==> src/rtl/stage_ctrl_pkg.sv <==
// stage_ctrl_pkg: stage encodings and instruction-type codes shared by the
// sequencer, ALU and decode blocks.
package stage_ctrl_pkg;

    typedef enum logic [2:0] {
        STG_FETCH     = 3'd0,
        STG_DECODE    = 3'd1,
        STG_OPERAND   = 3'd2,
        STG_EXECUTE   = 3'd3,
        STG_WRITEBACK = 3'd4
    } stage_e;

    localparam logic [4:0] RTYPE = 5'h01;
    localparam logic [4:0] ITYPE = 5'h02;
    localparam logic [4:0] STYPE = 5'h03;
    localparam logic [4:0] UTYPE = 5'h04;

    function automatic logic writes_rf(input logic [4:0] t);
        return (t == RTYPE) || (t == ITYPE) || (t == UTYPE);
    endfunction

endpackage

==> src/rtl/stage_ctrl.sv <==
// stage_ctrl: five-stage multi-cycle sequencer driving ALU strobes, RF/memory
// writes, PC increment and retire count. Define SINGLE_STEP_EN to add step_i gating.
module stage_ctrl
    import stage_ctrl_pkg::*;
(
    input  logic        clk,
    input  logic        reset,
    input  logic        ir_valid_i,
    input  logic [4:0]  itype_i,
    input  logic        mem_ready_i,
    input  logic        halt_i,
`ifdef SINGLE_STEP_EN
    input  logic        step_i,
`endif
    output logic [2:0]  stage_o,
    output logic        fetch_req_o,
    output logic        readin_a_o,
    output logic        readin_b_o,
    output logic        readin_pass_o,
    output logic        rf_we_o,
    output logic        mem_we_o,
    output logic        pc_inc_o,
    output logic        illegal_o,
    output logic [31:0] retired_o
);

    stage_e      state_q, state_d;
    logic        readin_q, readin_d;
    logic        pass_q, pass_d;
    logic        rf_we_q, rf_we_d;
    logic        mem_we_q, mem_we_d;
    logic        pc_inc_q, pc_inc_d;
    logic        illegal_q, illegal_d;
    logic [31:0] retired_q, retired_d;
    logic        go, store_done, retire, in_wb;

`ifdef SINGLE_STEP_EN
    logic step_pend_q, step_pend_d;
    assign go = ir_valid_i && !halt_i && step_pend_q;
`else
    assign go = ir_valid_i && !halt_i;
`endif

    always_comb begin
        state_d = state_q;
        case (state_q)
            STG_FETCH:     state_d = go ? STG_DECODE : STG_FETCH;
            STG_DECODE:    state_d = STG_OPERAND;
            STG_OPERAND:   state_d = STG_EXECUTE;
            STG_EXECUTE:   state_d = STG_WRITEBACK;
            STG_WRITEBACK: state_d = (itype_i == STYPE && !mem_ready_i) ? STG_WRITEBACK : STG_FETCH;
            default:       state_d = STG_FETCH;
        endcase
        store_done  = (state_q == STG_WRITEBACK) && (itype_i == STYPE) && mem_ready_i;
        retire      = (state_q == STG_WRITEBACK) && (writes_rf(itype_i) || store_done);
        retired_d   = retired_q + {31'd0, retire};
        // Strobes are registered from the next state so each tracks its stage exactly.
        in_wb       = (state_d == STG_WRITEBACK);
        readin_d    = (state_d == STG_OPERAND);
        pass_d      = readin_d && (itype_i == STYPE);
        rf_we_d     = in_wb && writes_rf(itype_i);
        mem_we_d    = in_wb && (itype_i == STYPE);
        illegal_d   = in_wb && !writes_rf(itype_i) && (itype_i != STYPE);
        pc_inc_d    = (in_wb && (itype_i != STYPE)) || store_done;
    end

`ifdef SINGLE_STEP_EN
    always_comb begin
        step_pend_d = ((state_q == STG_FETCH) && go) ? 1'b0 : (step_pend_q | step_i);
    end

    always_ff @(posedge clk or posedge reset) begin
        if (reset) step_pend_q <= 1'b0;
        else       step_pend_q <= step_pend_d;
    end
`endif

    always_ff @(posedge clk or posedge reset) begin
        if (reset) begin
            state_q   <= STG_FETCH;
            readin_q  <= 1'b0;
            pass_q    <= 1'b0;
            rf_we_q   <= 1'b0;
            mem_we_q  <= 1'b0;
            pc_inc_q  <= 1'b0;
            illegal_q <= 1'b0;
            retired_q <= 32'd0;
        end else begin
            state_q   <= state_d;
            readin_q  <= readin_d;
            pass_q    <= pass_d;
            rf_we_q   <= rf_we_d;
            mem_we_q  <= mem_we_d;
            pc_inc_q  <= pc_inc_d;
            illegal_q <= illegal_d;
            retired_q <= retired_d;
        end
    end

    // Fetch request must follow halt_i within the FETCH cycle and stay low under reset.
    assign fetch_req_o   = (state_q == STG_FETCH) && !halt_i && !reset;
    assign stage_o       = state_q;
    assign readin_a_o    = readin_q;
    assign readin_b_o    = readin_q;
    assign readin_pass_o = pass_q;
    assign rf_we_o       = rf_we_q;
    assign mem_we_o      = mem_we_q;
    assign pc_inc_o      = pc_inc_q;
    assign illegal_o     = illegal_q;
    assign retired_o     = retired_q;

endmodule

==> config.mk <==
export PLATFORM = sky130hd
export DESIGN_NAME = stage_ctrl
export DESIGN_NICKNAME = d
export VERILOG_FILES = /design/src/rtl/stage_ctrl_pkg.sv /design/src/rtl/stage_ctrl.sv
export SDC_FILE = /design/constraint.sdc
export NUM_CORES = 1
export LEC_CHECK = 0
export CAP_MARGIN = 20
export CORE_ASPECT_RATIO = 0.8
export CORE_MARGIN = 4
export CORE_UTILIZATION = 45
export CTS_BUF_LIST = sky130_fd_sc_hd__clkbuf_4
export DETAILED_ROUTE_END_ITERATION = 10
export GPL_TIMING_DRIVEN = 0
export PLACE_DENSITY = 0.76
export SYNTH_ARGS = -nofsm -noshare
export SYNTH_HDL_FRONTEND = slang
export SYNTH_SLANG_ARGS = --single-unit
==> constraint.sdc <==
create_clock -name clk -period 2.3 [get_ports clk]
set_input_delay 0.46 -clock clk [delete_from_list [all_inputs] [get_ports clk]]
set_output_delay 0.46 -clock clk [all_outputs]
set_load 0.01 [all_outputs]
* Word-level counts from Yosys, hierarchy flattened
Index checks and enable logic that the tools add are counted.
** Storage, ports and cells
- Bits in registers :: 41
- Output and inout bits :: 43
** Operators by class
- Add/subtract/negate cells :: 1
- Eq/ne operators :: 11
- Muxes and demuxes :: 3
- Reduce and logical (&&, ||, !) cells :: 22
** Operators with widths (count)
- 32-bit by 1-bit adder with 32-bit output :: 1
- 3-bit one-hot mux with 5 select lines :: 1
- 1-bit logical AND :: 13
- 5-bit by 2-bit equality test with 1-bit output, second input constant :: 2
- 3-bit by 2-bit equality test with 1-bit output, second input constant :: 3
- 3-bit equality test, second input constant :: 2
- 5-bit by 1-bit equality test with 1-bit output, second input constant :: 1
- 5-bit by 3-bit equality test with 1-bit output, second input constant :: 1
- 5-bit by 2-bit inequality test with 1-bit output, second input constant :: 1
- 1-bit zero test :: 4
- 1-bit logical OR :: 4
- 3-bit by 1-bit equality test with 1-bit output, second input constant :: 1
- 3-bit zero test :: 1
- 3-bit two-way mux :: 1
- 1-bit two-way mux :: 1

* Logic depth before layout (Yosys ltp)
Gate-level depths: netlist of run 1.
- Depth in word-level cells :: 7
- Depth in mapped cells :: 10

* Worst setup path before layout of run 1
Ideal clock, no wire load.
- Path kind :: input to register
- Start point :: input port itype_i[4]
- End point :: register retired_q[28], in the netlist retired_o[28]
- Arrival time :: 2084 ps
- Required time :: 2174 ps
- Slack :: 89 ps
- Stages on the path :: 10
- Cell sequence :: nor2_1 > and4b_1 > nand2_1 > a21oi_1 > ha_1 > ha_1 > inv_1 > nor2_1 > nand4_1 > xnor2_1
** On the way
- Cells in the longest elaborated chain, start to end :: 6
- Elaborated cells between the ends (all ways) :: 11
** Ends and longest elaborated chain
- start: declaration :: RTL line stage_ctrl.sv:9 : input logic [4:0] itype_i,
- 5-bit by 1-bit equality test with 1-bit output, or another cell as far along :: RTL line stage_ctrl_pkg.sv:19 : return (t == RTYPE) || (t == ITYPE) || (t == UTYPE);
- 1-bit logical OR / 1-bit logical AND (equally long branches) (2 in series) :: RTL line stage_ctrl_pkg.sv:19, stage_ctrl.sv:54
- 1-bit logical OR (*) :: RTL line stage_ctrl.sv:55 : retire = (state_q == STG_WRITEBACK) && (writes_rf(itype_i) || store_done);
- 1-bit logical AND (*) :: RTL line stage_ctrl.sv:55
- 32-bit by 1-bit adder with 32-bit output (*) :: RTL line stage_ctrl.sv:56 : retired_d = retired_q + {31'd0, retire};
- via retired_d[28] :: RTL line stage_ctrl.sv:34 : logic [31:0] retired_q, retired_d;
- end signal: assignment :: RTL line stage_ctrl.sv:96 : retired_q <= retired_d;
- end: declaration :: RTL line stage_ctrl.sv:34
The timed path passes the listed nets; every way through them passes the cells marked *.

* Worst setup path after layout of run 1
- Start point :: input port itype_i[2]
- End point :: register retired_q[16], in the netlist retired_o[16]
Same word-level chain as after synthesis.

==> flow_summary.toml, run 1 <==
[outcome]
status = "finished clean"

[yosys]
synth-seq-cells = 41
synth_edf_count = 0
synth_area_per_cell_sq_um = 11.3
ys_seq_area_share_pct = 55.4
syn_area_sq_um = 1850
synth_xor_area_share_pct = 15.1
yosysWarnings = 0
ys_async_sr_fraction_pct = 100
postSynthCellCount = 164
synth-adder-area-share_pct = 1.35
synth-simple-area-share_pct = 23.4
synth_compound_area_share_pct = 2.03
synth_top_family_by_area = "simple AND/OR/NAND/NOR gates"
synthFlopType = "dfrtp_1"
synth_nets = 176
synthTopCellsByArea = "dfrtp_1 55%, xnor2_1 12%, nand4_1 5.1%, nand3_1 3.0%, xor2_1 2.8%"
synth_top_cell_by_area = "dfrtp_1"
yosys.cell_types.count = 31
synth_mux_area_share_pct = 0
synth_top_cell_area_share_pct = 55.4

[critical_path]
crit_type = "in -> reg"
end_kind = "register"
critPathMaxStageDelay_ns = 0.45
cp-startpoint = "itype_i[2]"
r2r_start = "stage_o[0]"
crit_chain = "clkdlybuf4s50_1 > and4b_2 > nand2_4 > a21oi_4 > ha_4 > ha_4 > nand4_1 > nor4_2 > buf_4 > xor2_1"
worst-path-max-fanout = 4
crit_arrival_ns = 2.51
crit_family = "simple AND/OR/NAND/NOR gates"
critPathSlowestCell = "clkdlybuf4s50_1"
path_buf_inv = 2
cp-start-kind = "primary input"
cp_common_cell = "ha_4"
crit_required_ns = 2.59

[drt]
detail_route.first_pass.iterations = 4
detail-route-antenna-nets = 0
wl_per_cell_microns = 15.4
drc = 0
avgViaCountPerCell = 5.25
via_count = 1529
wl_mm = 4.47
drtIter0Drc = 69

[floorplan]
num_rows = 20
die_area_sq_um = 5210
core_area_sq_um = 3880
start_util_pct = 47.7
top_level_ports = 53
chipWidth_microns = 79.7
die_y_microns = 65.4

[global_routing]
grt_pass1_vias = 1527
grt_pass1_wl_mm = 7.45
grt_overflow = 0
track_usage_pct = 18.7
antenna_found_initial = 0
grt_max_degree = 42

[clocking]
root_buffer = "clkbuf_4"
clkTransAtPathRegs_ns = 0.12
numCtsBuffers = 5
cts_sinks = 41
worstSkewPairLatency_ns = 0.36
ctsHtreeMaxLevel = 2
cts_tree = "done"
cts.path.max_buffers = 2

[sta]
fmax_ghz = 0.452
finalHoldViolCount = 0
clock_skew_ns = 0.00924
final.setup.worst_slack_ns = 0.0854
slew_headroom_pct = 44.0
period_needed_ns = 2.21
tns_ns = 0
worst_pin_slew_ns = 0.839
setup_violations = 0
min_period_over_period_pct = 96.3
slew_violations = 0
rsz0062_at_grt = "no"

[cells_and_area]
drive_above_1_share_pct = 17.4
seq_area_sq_um = 1030
final_nets = 247
synthToLayoutAreaGrowth_pct = 43.7
final_common_cell = "clkdlybuf4s50_1"
antenna_cells = 0
nFillCells = 288
final_cell_mix = "47 x clkdlybuf4s50_1, 39 x dfrtp_1, 26 x xnor2_1"
multi_input_area_sq_um = 850

[placed_design]
dp_hpwl_mm = 3.10
place.gp.congestion = 0.792
dpl_worst_slack_ns = -0.857
numPortBuffers = 52

[pwr]
ir_drop_mv = 0.589
seqPwrFrac_pct = 53.6
p_int_uw = 1110
leakage_uw = 0.00114
power.clock.fraction_pct = 22.8
p_sw_uw = 456
p_sw_share_pct = 29.1
p_total_uw = 1570
p_comb_share_pct = 23.6
powerDensity_nw_per_um2 = 590

[worst_hold_path]
min_from = "retired_o[31]"
hp-class = "reg -> reg"

[job]
max_cap_violations = 0
-- final timing paths --
| path | end | slack [ns] | cells past startpoint |
|---|---|---|---|
| max | retired_o[16] | 0.09 | 10 |
| min | retired_o[31] | 0.48 | 1 |
| max reg2reg | retired_o[16] | 0.25 | 10 |
| min reg2reg | retired_o[31] | 0.48 | 1 |
| max in group asynchronous | stage_o[2] | 1.15 | 2 |
| min in group asynchronous | mem_we_o | 0.58 | 2 |
-- layout make-up --
type                       count  share of cell area (%)
timing repair buffer          64                    22.9
tap                           55                    2.59
multi-input combinational    113                    32.0
clock buffer                   5                    1.41
buffer                         2                   0.706
sequential                    41                    38.7
inverter                       8                    1.13
clock inverter                 3                   0.612
-- power by group through the flow --
stage / registers [uW] / clock network [uW] / logic (uW)
finish: 842 / 357 / 370
global route: 852 / 399 / 397
global placement: 859 / 0 / 317
floorplan: 882 / 0 / 108
CTS: 836 / 370 / 370
detailed placement: 862 / 0 / 323
-- state kept, by name (all words and copies together), names as in the netlist --
signal / count
illegal_o: 1
mem_we_o: 1
pc_inc_o: 1
readin_a_o: 1
readin_pass_o: 1
retired_o: 32
rf_we_o: 1
stage_o: 3
-- cell families (layout without fill, tap and decap cells) --
| family | Yosys count | count (layout) |
|---|---|---|
| simple gates | 73 | 73 |
| compound gates | 6 | 6 |
| flops | 41 | 41 |
| xor+xnor | 32 | 32 |
| fa+ha+maj | 2 | 2 |
| buf+inv | 10 | 82 |
-- per-layer routing --
metal  GRT usage [%]  routed length (microns)  part of all wire [%]  vias to the layer above
met2            31.4                     2210                    49                       50
met4            6.01                       56                   1.3                        0
li1                -                        -                     -                      726
met5               0                        0                     0                        -
met1            23.2                     1980                    44                      744
met3            5.48                      223                   5.0                        9
-- metrics by stage --
| stage | cells | util, % | hold WS [ns] | area (sq um) |
|---|---|---|---|---|
| 2_1_floorplan | 164 | - | 0.508 | 1850 |
| 3_3_place_gp | 271 | 62.9 | 0.462 | 2440 |
| 3_5_place_dp | 271 | 62.9 | 0.467 | 2440 |
| 4_1_cts | 286 | 66.9 | 0.484 | 2590 |
| 5_1_grt | 291 | 68.5 | 0.514 | 2660 |
| 6_report | 291 | 68.5 | 0.476 | 2660 |
-- synthesized netlist by cell type, types with 2 or more instances --
cell type and instances:
nand2_1 10, nand3_1 11, and3_1 2, nand4b_1 2, a21oi_1 2, nor2_2 2, xor2_1 6, nor3b_1 2
nor4_1 2, nor3_1 4, ha_1 2, nor2_1 11, nand4_1 15, and4_4 2, inv_1 8, nor4_2 2
and2_1 2, xnor2_1 26, dfrtp_1 41
-- repair_timing --
item | 4_1_cts | 5_1_grt
setup buffers | 7 | 5
endpoints found under the setup margin | 26 | 26
cloned | 0 | 0
pin swaps | 10 | 9
hold buffers | 0 | 0
gates resized for setup | 17 | 6
(Power assumes the default switching activity.)
==> run 2: changes to the inputs <==
Settings changed: CAP_MARGIN 20 to not set.
==> results of run 2 <==
The final DEF is identical to that of run 1; final timing and power are the same.
==> run 3: changes to the inputs <==
Settings changed: CORE_UTILIZATION 45 to 25, PLACE_DENSITY 0.76 to not set.
Clock period 2.3 ns to 2.6 ns, I/O delays scaled along.
==> run 3 against run 2 <==
  * Wire length shrank 0.51%
  * Largest power group unchanged
  * Sequential power shrank 11%
  * Global-route usage is 8.3 points lower
  * Highest routed layer unchanged
  * First-iteration DRC count down 35%
==> flow_summary.toml, run 3 (synthesis results as in run 1) <==
[critical_path]
reg2reg_to = "retired_o[18]"
end_kind = "register"
crit_type = "in -> reg"
critPathSlowestCell = "clkdlybuf4s50_1"
crit_chain = "clkdlybuf4s50_1 > nor2_2 > and4b_2 > nand2_1 > a21oi_2 > ha_2 > ha_4 > nand4_1 > nor4_4 > nand3_1 > xnor2_1"
crit_arrival_ns = 2.68
critPathMaxStageDelay_ns = 0.41
crit_required_ns = 2.83
reg2reg_depth = 9
r2r_start = "stage_o[0]"
cp-start-kind = "primary input"
rrSetupSlack_ns = 0.55
worst-path-max-fanout = 4

[floorplan]
top_level_ports = 53
chipWidth_microns = 104
die_y_microns = 85.0
core_area_sq_um = 7030
start_util_pct = 26.3
num_rows = 27
die_area_sq_um = 8850

[worst_hold_path]
min_path_cells = 1
hold-path-endpoint = "retired_o[31]"
min_from = "retired_o[31]"
hp-class = "reg -> reg"

[sta]
setup_violations = 0
slew_violations = 0
tns_ns = 0
fmax_ghz = 0.409
min_period_over_period_pct = 94.1
final.setup.worst_slack_ns = 0.153
slew_headroom_pct = 41.9
finalHoldViolCount = 0
clock_skew_ns = 0.0135
period_needed_ns = 2.45
rsz0062_at_grt = "no"
worst_pin_slew_ns = 0.870

[job]
max_cap_violations = 0

[cells_and_area]
multi_input_area_sq_um = 831
fin_area_sq_um = 2630
drive_above_1_share_pct = 12.4
final_common_cell = "clkdlybuf4s50_1"
nFillCells = 716
final_nets = 237
final_cell_mix = "50 x clkdlybuf4s50_1, 41 x dfrtp_1, 26 x xnor2_1"
final_util_pct = 37.5
synthToLayoutAreaGrowth_pct = 42.3
seq_area_sq_um = 1030
largest_reg_flops = 32
antenna_cells = 0

[global_routing]
antenna_found_initial = 0
track_usage_pct = 10.3
grt_overflow = 0
grt_pass1_vias = 1423
grt_max_degree = 42
grt_pass1_wl_mm = 7.40

[drt]
drtIter0Drc = 45
via_count = 1451
wl_mm = 4.45
avgViaCountPerCell = 4.64
drc = 0
detail_route.first_pass.iterations = 4
detail-route-antenna-nets = 0
wl_per_cell_microns = 14.2

[clocking]
cts_tree = "done"
clkTransAtPathRegs_ns = 0.12
ctsHtreeMaxLevel = 2
cts_sinks = 41
root_buffer = "clkbuf_4"
cts_hold_buf = 0
worstSkewPairLatency_ns = 0.34
cts.path.max_buffers = 2
numCtsBuffers = 5

[placed_design]
dpl_worst_slack_ns = -0.641
dp_hpwl_mm = 3.16
post_dp_cell_area_sq_um = 2480
place.gp.congestion = 0.695
numPortBuffers = 52

[pwr]
leakage_uw = 0.00112
p_total_uw = 1460
powerDensity_nw_per_um2 = 553
ir_drop_mv = 0.373

[outcome]
status = "finished clean"
==> run 3: cell count changes in the layout (fill, tap and decap cells not counted), moves of 2 or more <==
cell | before | now
dfrtp_2 | 2 | 0
buf_4 | 12 | 3
dfrtp_1 | 39 | 41
nand2_1 | 8 | 10
dlygate4sd2_1 | 3 | 0
clkdlybuf4s50_1 | 47 | 50
==> run 3: what timing repair did <==
| action | 4_1_cts | 5_1_grt |
|---|---|---|
| setup endpoints to repair | 13 | 23 |
| pin swaps | 1 | 8 |
| setup buffers | 1 | 1 |
| gates resized for setup | 7 | 7 |
==> run 3: how the worst max path moves through the flow <==
stage          startpoint             to  slack, ns  cells after the start
2_1_floorplan  itype_i[4]  retired_o[28]       0.33                     10
3_3_place_gp   itype_i[4]  retired_o[26]      -0.62                     11
3_5_place_dp   itype_i[4]  retired_o[26]      -0.64                     11
4_1_cts        itype_i[4]  retired_o[31]       0.01                     10
5_1_grt        itype_i[3]  retired_o[18]     0.0006                     11
6_report       itype_i[3]  retired_o[18]       0.15                     11
==> run 3: layout make-up <==
type / instances / share of cell area (%)
Buffer: 2 / 0.713
Clock buffer: 6 / 1.71
Clock inverter: 2 / 1.28
Inverter: 8 / 1.14
Multi-Input combinational cell: 113 / 31.5
Sequential cell: 41 / 39.0
Tap cell: 87 / 4.13
Timing Repair Buffer: 54 / 20.5
==> run 3: stage by stage <==
| stage | hold WS [ns] | instances |
|---|---|---|
| 6_report | 0.477 | 313 |
| 5_1_grt | 0.494 | 313 |
| 4_1_cts | 0.484 | 312 |
| 3_5_place_dp | 0.464 | 303 |
| 3_3_place_gp | 0.468 | 303 |
| 2_1_floorplan | 0.508 | 164 |
==> run 3: per-layer routing <==
layer  vias to the layer above  part of all wire, %  global-route usage (%)  wire length, microns
li1                        706                    -                       -                     -
met1                       704                   48                    13.9                  2140
met2                        39                   44                    15.3                  1980
met3                         2                  7.0                    4.26                   310
met4                         0                 0.43                    2.90                    19
met5                         -                    0                       0                     0
==> run 3: report_power, final <==
| part | switching [uW] | internal [uW] | total [uW] |
|---|---|---|---|
| registers | 61.5 | 692 | 753 |
| clock network | 204 | 211 | 415 |
| logic | 118 | 171 | 289 |
==> run 3: critical path: cells and delay by family <==
kind	cells	cell delay, ns
buffers and inverters	1	0.41
AOI/OAI and AO/OA	1	0.16
xor gates and xnor gates	1	0.14
adders and majority gates	2	0.40
and+or+nand+nor	6	1.05
